### config.mk
export PLATFORM = sky130hd
export DESIGN_NAME = pwm_multi
export DESIGN_NICKNAME = d
export VERILOG_FILES = /design/src/rtl/pwm_multi_pkg.sv /design/src/rtl/pwm_multi_timebase.sv /design/src/rtl/pwm_multi.sv
export SDC_FILE = /design/constraint.sdc
export NUM_CORES = 1
export LEC_CHECK = 0
export CAP_MARGIN = 5
export CORE_MARGIN = 4
export CORE_UTILIZATION = 61
export DETAILED_ROUTE_END_ITERATION = 7
export PLACE_DENSITY = 0.85
export SLEW_MARGIN = 10
export SYNTH_ARGS = -nofsm -noshare
export SYNTH_HDL_FRONTEND = slang
export SYNTH_SLANG_ARGS = --single-unit
### constraint.sdc
create_clock -name clk -period 3.39 [get_ports clk]
set_input_delay 0.5085 -clock clk [delete_from_list [all_inputs] [get_ports clk]]
set_output_delay 0.5085 -clock clk [all_outputs]
set_load 0.01 [all_outputs]
### src/rtl/pwm_multi_pkg.sv
// Shared constants and helpers for the multi-channel PWM generator.
package pwm_multi_pkg;

    localparam int PWM_EDGE   = 0;
    localparam int PWM_CENTER = 1;

    typedef enum logic {
        DIR_UP   = 1'b0,
        DIR_DOWN = 1'b1
    } dir_e;

    function automatic int unsigned pwm_max(input int unsigned width);
        return (32'd1 << width) - 32'd1;
    endfunction

endpackage

### src/rtl/pwm_multi_timebase.sv
// Shared period counter: prescaler, up or up/down count, period boundary strobe.
// dir     | meaning
// DIR_UP  | counting toward MAX (edge mode stays here)
// DIR_DOWN| center mode, counting back toward 0
module pwm_multi_timebase
    import pwm_multi_pkg::*;
#(
    parameter int WIDTH  = 8,
    parameter int CENTER = PWM_EDGE,
    parameter int DIV    = 1
) (
    input  logic             clk,
    input  logic             rst,
    input  logic             en,
    output logic [WIDTH-1:0] cnt,
    output logic             boundary
);

    localparam logic [WIDTH-1:0] CNT_MAX    = WIDTH'(pwm_max(WIDTH));
    localparam logic [WIDTH-1:0] CNT_ONE    = WIDTH'(1);
    localparam logic [15:0]      PRESC_LAST = 16'(DIV - 1);

    logic [15:0]      presc_q, presc_d;
    logic [WIDTH-1:0] cnt_q, cnt_d;
    dir_e             dir_q, dir_d;
    logic             tick;

    always_comb begin
        presc_d  = presc_q;
        cnt_d    = cnt_q;
        dir_d    = dir_q;
        tick     = 1'b0;
        boundary = 1'b0;
        if (!en) begin
            presc_d = '0;
            cnt_d   = '0;
            dir_d   = DIR_UP;
        end else begin
            tick    = (presc_q == PRESC_LAST);
            presc_d = tick ? '0 : presc_q + 16'd1;
            if (tick) begin
                if (CENTER == PWM_EDGE) begin
                    cnt_d    = cnt_q + CNT_ONE;
                    boundary = (cnt_q == CNT_MAX);
                end else if (dir_q == DIR_UP) begin
                    cnt_d = cnt_q + CNT_ONE;
                    // turn around as MAX is reached so MAX is visited only once
                    if (cnt_d == CNT_MAX) dir_d = DIR_DOWN;
                end else begin
                    cnt_d = cnt_q - CNT_ONE;
                    if (cnt_q == CNT_ONE) begin
                        dir_d    = DIR_UP;
                        boundary = 1'b1;
                    end
                end
            end
        end
    end

    always_ff @(posedge clk) begin
        if (rst) begin
            presc_q <= '0;
            cnt_q   <= '0;
            dir_q   <= DIR_UP;
        end else begin
            presc_q <= presc_d;
            cnt_q   <= cnt_d;
            dir_q   <= dir_d;
        end
    end

    assign cnt = cnt_q;

endmodule

### src/rtl/pwm_multi.sv
// Multi-channel PWM: one shared timebase, per-channel double-buffered duty
// that switches only on a period boundary.
module pwm_multi
    import pwm_multi_pkg::*;
#(
    parameter int CHANNELS = 4,
    parameter int WIDTH    = 8,
    parameter int CENTER   = PWM_EDGE,
    parameter int DIV      = 1
) (
    input  logic                      clk,
    input  logic                      rst,
    input  logic                      en,
    input  logic                      load,
    input  logic [CHANNELS*WIDTH-1:0] value,
    output logic [CHANNELS-1:0]       pwm,
    output logic                      period_start,
    output logic                      pending
);

    typedef logic [CHANNELS-1:0][WIDTH-1:0] duty_t;

    duty_t                shadow_q, shadow_d;
    duty_t                active_q, active_d;
    logic                 pending_q, pending_d;
    logic [CHANNELS-1:0]  pwm_q, pwm_d;
    logic                 period_start_q, period_start_d;
    logic [WIDTH-1:0]     cnt;
    logic                 boundary;

    pwm_multi_timebase #(
        .WIDTH  (WIDTH),
        .CENTER (CENTER),
        .DIV    (DIV)
    ) u_timebase (
        .clk      (clk),
        .rst      (rst),
        .en       (en),
        .cnt      (cnt),
        .boundary (boundary)
    );

    always_comb begin
        shadow_d       = shadow_q;
        active_d       = active_q;
        pending_d      = pending_q;
        period_start_d = boundary;
        if (load) shadow_d = value;
        if (!en) begin
            // a load while idle goes straight to active so the first period after en uses it
            active_d  = load ? duty_t'(value) : shadow_q;
            pending_d = 1'b0;
        end else if (load) begin
            if (boundary) begin
                active_d  = value;
                pending_d = 1'b0;
            end else begin
                pending_d = 1'b1;
            end
        end else if (boundary && pending_q) begin
            active_d  = shadow_q;
            pending_d = 1'b0;
        end
    end

    for (genvar i = 0; i < CHANNELS; i++) begin : g_cmp
        assign pwm_d[i] = en & (cnt < active_q[i]);
    end

    always_ff @(posedge clk) begin
        if (rst) begin
            shadow_q       <= '0;
            active_q       <= '0;
            pending_q      <= 1'b0;
            pwm_q          <= '0;
            period_start_q <= 1'b0;
        end else begin
            shadow_q       <= shadow_d;
            active_q       <= active_d;
            pending_q      <= pending_d;
            pwm_q          <= pwm_d;
            period_start_q <= period_start_d;
        end
    end

    assign pwm          = pwm_q;
    assign period_start = period_start_q;
    assign pending      = pending_q;

endmodule

---- Word level (Yosys, flattened, before mapping) ----
Index checks and enable logic that the tools add are counted.
cells by class
  add/sub/neg operators ................... 2
  $lt $le $gt $ge ......................... 4
  equality and inequality tests ........... 3
  muxes and demuxes ....................... 10
  bitwise gates (word level) .............. 5
  reductions and logical operators ........ 6
operators by type and width
  operator                                        count
  2-to-1 mux 32 bit                               5
  less-than comparator 8 bit                      4
  adder 16 x 1 -> 16 bit (second input constant)  1
  logical NOT 16 bit                              1
  adder 8 x 1 -> 8 bit (second input constant)    1
  equality test 8 bit (second input constant)     1
  2-to-1 mux 1 bit                                5
  AND 1 bit                                       4
  != test 3 x 1 -> 1 bit (second input constant)  1
  != test 3 x 2 -> 1 bit (second input constant)  1
  OR reduction 3 bit                              1
  AND reduction 2 bit                             1
  nonzero test 2 bit                              1
  OR reduction 2 bit                              1
  logical AND 1 bit                               1
  inverter 1 bit                                  1
storage, ports and cells
  register bits ........................... 94
  input bits .............................. 36
  output and inout port bits .............. 6
  word-level logic and storage cells ...... 43

---- Logic depth before layout (Yosys ltp) ----
  depth in word-level cells ............... 7
  gate-level depth with buffers ........... 8
  gate-level depth less buffers ........... 7

---- Modules after synthesis ----
From an unflattened synthesis, not the netlist that was laid out.
second synthesis, totals
  cell total of the unflattened synthesis .. 446
  area total of the unflattened synthesis .. 4423.0 um2
modules (own cells, without submodules)
  module              instances  cells an instance  area each (um2)  seq. area each (um2)
  pwm_multi           1          318                3309.4           1401.3
  pwm_multi_timebase  1          128                1113.6           480.5

---- Least setup slack after synthesis ----
OpenSTA, ideal clock, no wires.
  path kind ............................... reg-to-reg
  from .................................... reg u_timebase.presc_q[0]
  to ...................................... reg active_q[3] (netlist name)
  library setup time ...................... 0.130 ns
  data arrival time ....................... 1.891 ns
  required time ........................... 3.260 ns
  slack ................................... 1.369 ns
  cell stages (with the launch flop) ...... 8
  buffers on the path ..................... 1
  period minus slack after synthesis ...... 2.021 ns
  cell sequence ........................... dfxtp_1 > inv_1 > ha_1 > nor4b_4 > nand4_4 > o41ai_4 > buf_6 > o31ai_1
between the ends
  word-level cells in the longest chain between the ends .. 6
  elaborated cells between the ends (all ways) .. 7
  those cells by class .................... eq/ne: 2; mux: 2; reduce/logical: 3
ends and longest elaborated chain
  element                            RTL line                  source
  from (decl)                        pwm_multi_timebase.sv:23  logic [15:0] presc_q, presc_d;
  from (signal assigned)             pwm_multi_timebase.sv:66  presc_q <= presc_d;
  logical NOT 16 bit (*)             pwm_multi_timebase.sv:39  tick = (presc_q == PRESC_LAST);
  2-to-1 mux 1 bit (*)               pwm_multi_timebase.sv:41  if (tick) begin
  2-to-1 mux 1 bit (*)               pwm_multi_timebase.sv:34  if (!en) begin
  logical AND 1 bit                  pwm_multi.sv:60           end else if (boundary && pending_q) begin
  != test 3 x 1 -> 1 bit (no line)   n/a
  AND reduction 2 bit (no line) (*)  n/a
  to (signal assigned)               pwm_multi.sv:79           active_q <= active_d;
  to (decl)                          pwm_multi.sv:24           duty_t active_q, active_d;
Every way passes the cells marked *; elsewhere a longest branch is shown, timed or not.
A chain may end at the register's enable or synchronous reset.

---- Worst setup path after layout ----
  from .................................... reg u_timebase.presc_q[0]
  to ...................................... reg active_q[17] (netlist name)
The elaborated chain is that of the path after synthesis.

==> flow_summary.toml <==
[pwr]
power.density_nw_per_um2 = 442.3
power.leakage_nw = 1.945
comb_power_share_pct = 10.1
clkPwrFrac_pct = 35.3
fin_total_pwr_mw = 2.142
peakVddDrop_mv = 0.2883
switching_share_pct = 24.91
p_seq_share_pct = 54.6
p_int_mw = 1.608
p_sw_uw = 533.5

[cts]
cts_hold_buf = 0
clk_pin_slew_ns = 0.10
cts_max_level = 3
post_cts_buffers = 0
cts_resized = 0
clock_sinks = 94
cts_max_path_buffers = 2
cts_tree = "built"
cts_buffers = 9
clk_latency_ns = 0.37
cts-root-buf = "clkbuf_8"

[global_route]
grt_pass1_vias = 3134
grt_pass1_wl_mm = 14.48
grt_overflow = 0
track_usage_pct = 21.33
antenna_found_initial = 0
grt_max_degree = 65

[place]
port_buffers = 41
gp_congestion = 0.7942
dpl.hpwl_mm = 5.767
post-place-ws_ns = 1.155

[logic_synthesis]
yosys_warnings = 0
synth_area_sq_um = 4229
ys_types = 34
ys_ff_latch = 94
synth.largest_area_cell = "dfxtp_1"
netlist_instances = 448
ys_seq_area_share_pct = 44.50
synth_fp_nets = 515
yosysTopAreaCellShare_pct = 44.50
ys_top_cells_by_area = "dfxtp_1 44%, ha_1 9.2%, mux2i_1 7.6%"
avgSynthCellArea_sq_um = 9.440

[sta]
final.setup.worst_slack_ns = 1.150
max_clock_freq_ghz = 0.4464
slew_violations = 0
fin_crit_ns = 2.240
worstMarginPinSlew_ns = 0.6396
fin_worst_skew_ns = 0.009617
hold_viol_final = 0
setup_viol = 0
post-route-period-util_pct = 66.08
rsz0062_at_grt = "no"
maxSlewHeadroom_pct = 57.36
final.setup.tns_ns = 0

[route]
wl_per_cell_um = 14.71
vias = 3202
wl_mm = 8.371
drtIter0Drc = 168
antenna_left = 0
first_pass_iters = 4
routed_via_density = 5.627
drc = 0

[worst_hold_path]
worstHoldPathCells = 2
min-delay-start = "active_q[10]$_SDFFE_PP0P_"
min_to = "active_q[10]$_SDFFE_PP0P_"
holdCritPathClass = "flip-flop to flip-flop"

[cells_and_area]
final_common_cell = "dfxtp_1"
drive_gt1_share_pct = 7.157
layout_common_cells = "94 x dfxtp_1, 63 x nor2_1, 39 x clkdlybuf4s50_1, 38 x inv_1, 38 x nand2_1"
synthToLayoutAreaGrowth_pct = 14.50
n_antenna_cell = 0
final_net_count = 551
utilization_pct = 71.67

[floorplan]
num_io_pins = 42
chipHeight_um = 91.27
coreArea_sq_um = 6756
die_width_um = 91.27
die_area_sq_um = 8329
rows = 30
initial_core_util_pct = 62.59

[run_status]
status = "finished clean"

[critical_path]
r2r-end = "active_q[17]$_SDFFE_PP0P_"
startpoint_type = "flip-flop"
r2r_cells = 8
critical_path_class = "flip-flop to flip-flop"
cp.arrival_ns = 2.50
cp.required_ns = 3.65
reg2reg_from = "u_timebase.presc_q[0]$_SDFF_PP0_"
crit_fanout = 52
reg2reg_setup_slack_ns = 1.15
cp-end-kind = "flip-flop"

[run]
max_cap_violations = 0
[power groups by stage]
stage               logic, mW  registers [mW]  clock network, mW
floorplan               0.141            1.19                  0
global placement        0.209            1.19                  0
detailed placement      0.216            1.19                  0
CTS                     0.219            1.17              0.769
global route            0.243            1.17              0.813
finish                  0.217            1.17              0.756
[cells in the mapped netlist, drive strengths merged]
cell type  instances
a21o               4
o211ai             1
o41ai              1
nor4b              1
mux2i             32
and4               4
nor2              63
xnor2              8
nand2b             9
xor2              10
o21ai             11
a21oi              8
ha                31
nor3               5
clkbuf            13
inv               38
a211oi             4
or3                3
nand3              7
o31ai             28
buf                7
or2b               1
dfxtp             94
nand4             15
and3               3
nand2             38
nor4               7
nor3b              2
[how the worst max path moves through the flow]
stage / start / endpoint / cells after the start / slack (ns)
2_1_floorplan: u_timebase.presc_q[0]$_SDFF_PP0_ / active_q[3]$_SDFFE_PP0P_ / 7 / 1.37
3_3_place_gp: en / u_timebase.presc_q[11]$_SDFF_PP0_ / 4 / 1.17
3_5_place_dp: u_timebase.presc_q[0]$_SDFF_PP0_ / active_q[17]$_SDFFE_PP0P_ / 8 / 1.16
4_1_cts: u_timebase.presc_q[0]$_SDFF_PP0_ / active_q[17]$_SDFFE_PP0P_ / 8 / 1.14
5_1_grt: u_timebase.presc_q[1]$_SDFF_PP0_ / active_q[3]$_SDFFE_PP0P_ / 8 / 0.95
6_report: u_timebase.presc_q[0]$_SDFF_PP0_ / active_q[17]$_SDFFE_PP0P_ / 8 / 1.15
[per-stage QoR]
stage	instance area (sq um)	hold WS, ns	std cells
6_report	4842	0.4827	569
4_1_cts	4842	0.4868	569
3_5_place_dp	4638	0.4680	553
5_1_grt	4842	0.5003	569
3_3_place_gp	4638	0.4625	553
2_1_floorplan	4229	0.4479	448
[sequential cells by signal (all words and copies together), names as in the netlist]
name                flops
shadow_q               32
active_q               32
period_start            1
pending                 1
u_timebase.presc_q     16
u_timebase.cnt          8
pwm                     4
[kinds of logic after synthesis]
logic type               Yosys count  share of synthesized area (%)
buffers and inverters             58                          6.243
XOR/XNOR                          18                          3.728
multiplexers                      32                          7.574
flip-flops                        94                          44.50
AO/OA/AOI/OAI                     57                          9.823
AND/OR/NAND/NOR                  158                          18.96
adder cells (fa/ha/maj)           31                          9.172
[cell type report]
type / instances / area, sq um
multi-input cells: 296 / 2083
fillers: 505 / 1914
flip-flops and latches: 94 / 1882
repair buffers: 45 / 430.4
inverters: 38 / 142.6
clock buffers: 9 / 123.9
well taps: 80 / 100.1
clock inverters: 7 / 80.08
[layer usage]
metal / wire (um) / part of all wire, % / up-vias / global-route usage, %
met4: 159 / 1.9 / 0 / 10.30
met5: 0 / 0 / - / 0
met1: 3717 / 44 / 1490 / 27.17
met2: 4046 / 48 / 80 / 34.03
li1: - / - / 1613 / -
met3: 448 / 5.4 / 19 / 4.971
[critical path, cell delays in order, from the launching register on]
cell and delay (ns):
dfxtp_1 0.36, inv_1 0.07, ha_1 0.13, nor4b_4 0.25, nand4_4 0.21, o41ai_4 0.38, buf_4 0.49, nand2_1 0.13
o31ai_1 0.10
No activity file was read; power rests on OpenSTA's default activity.
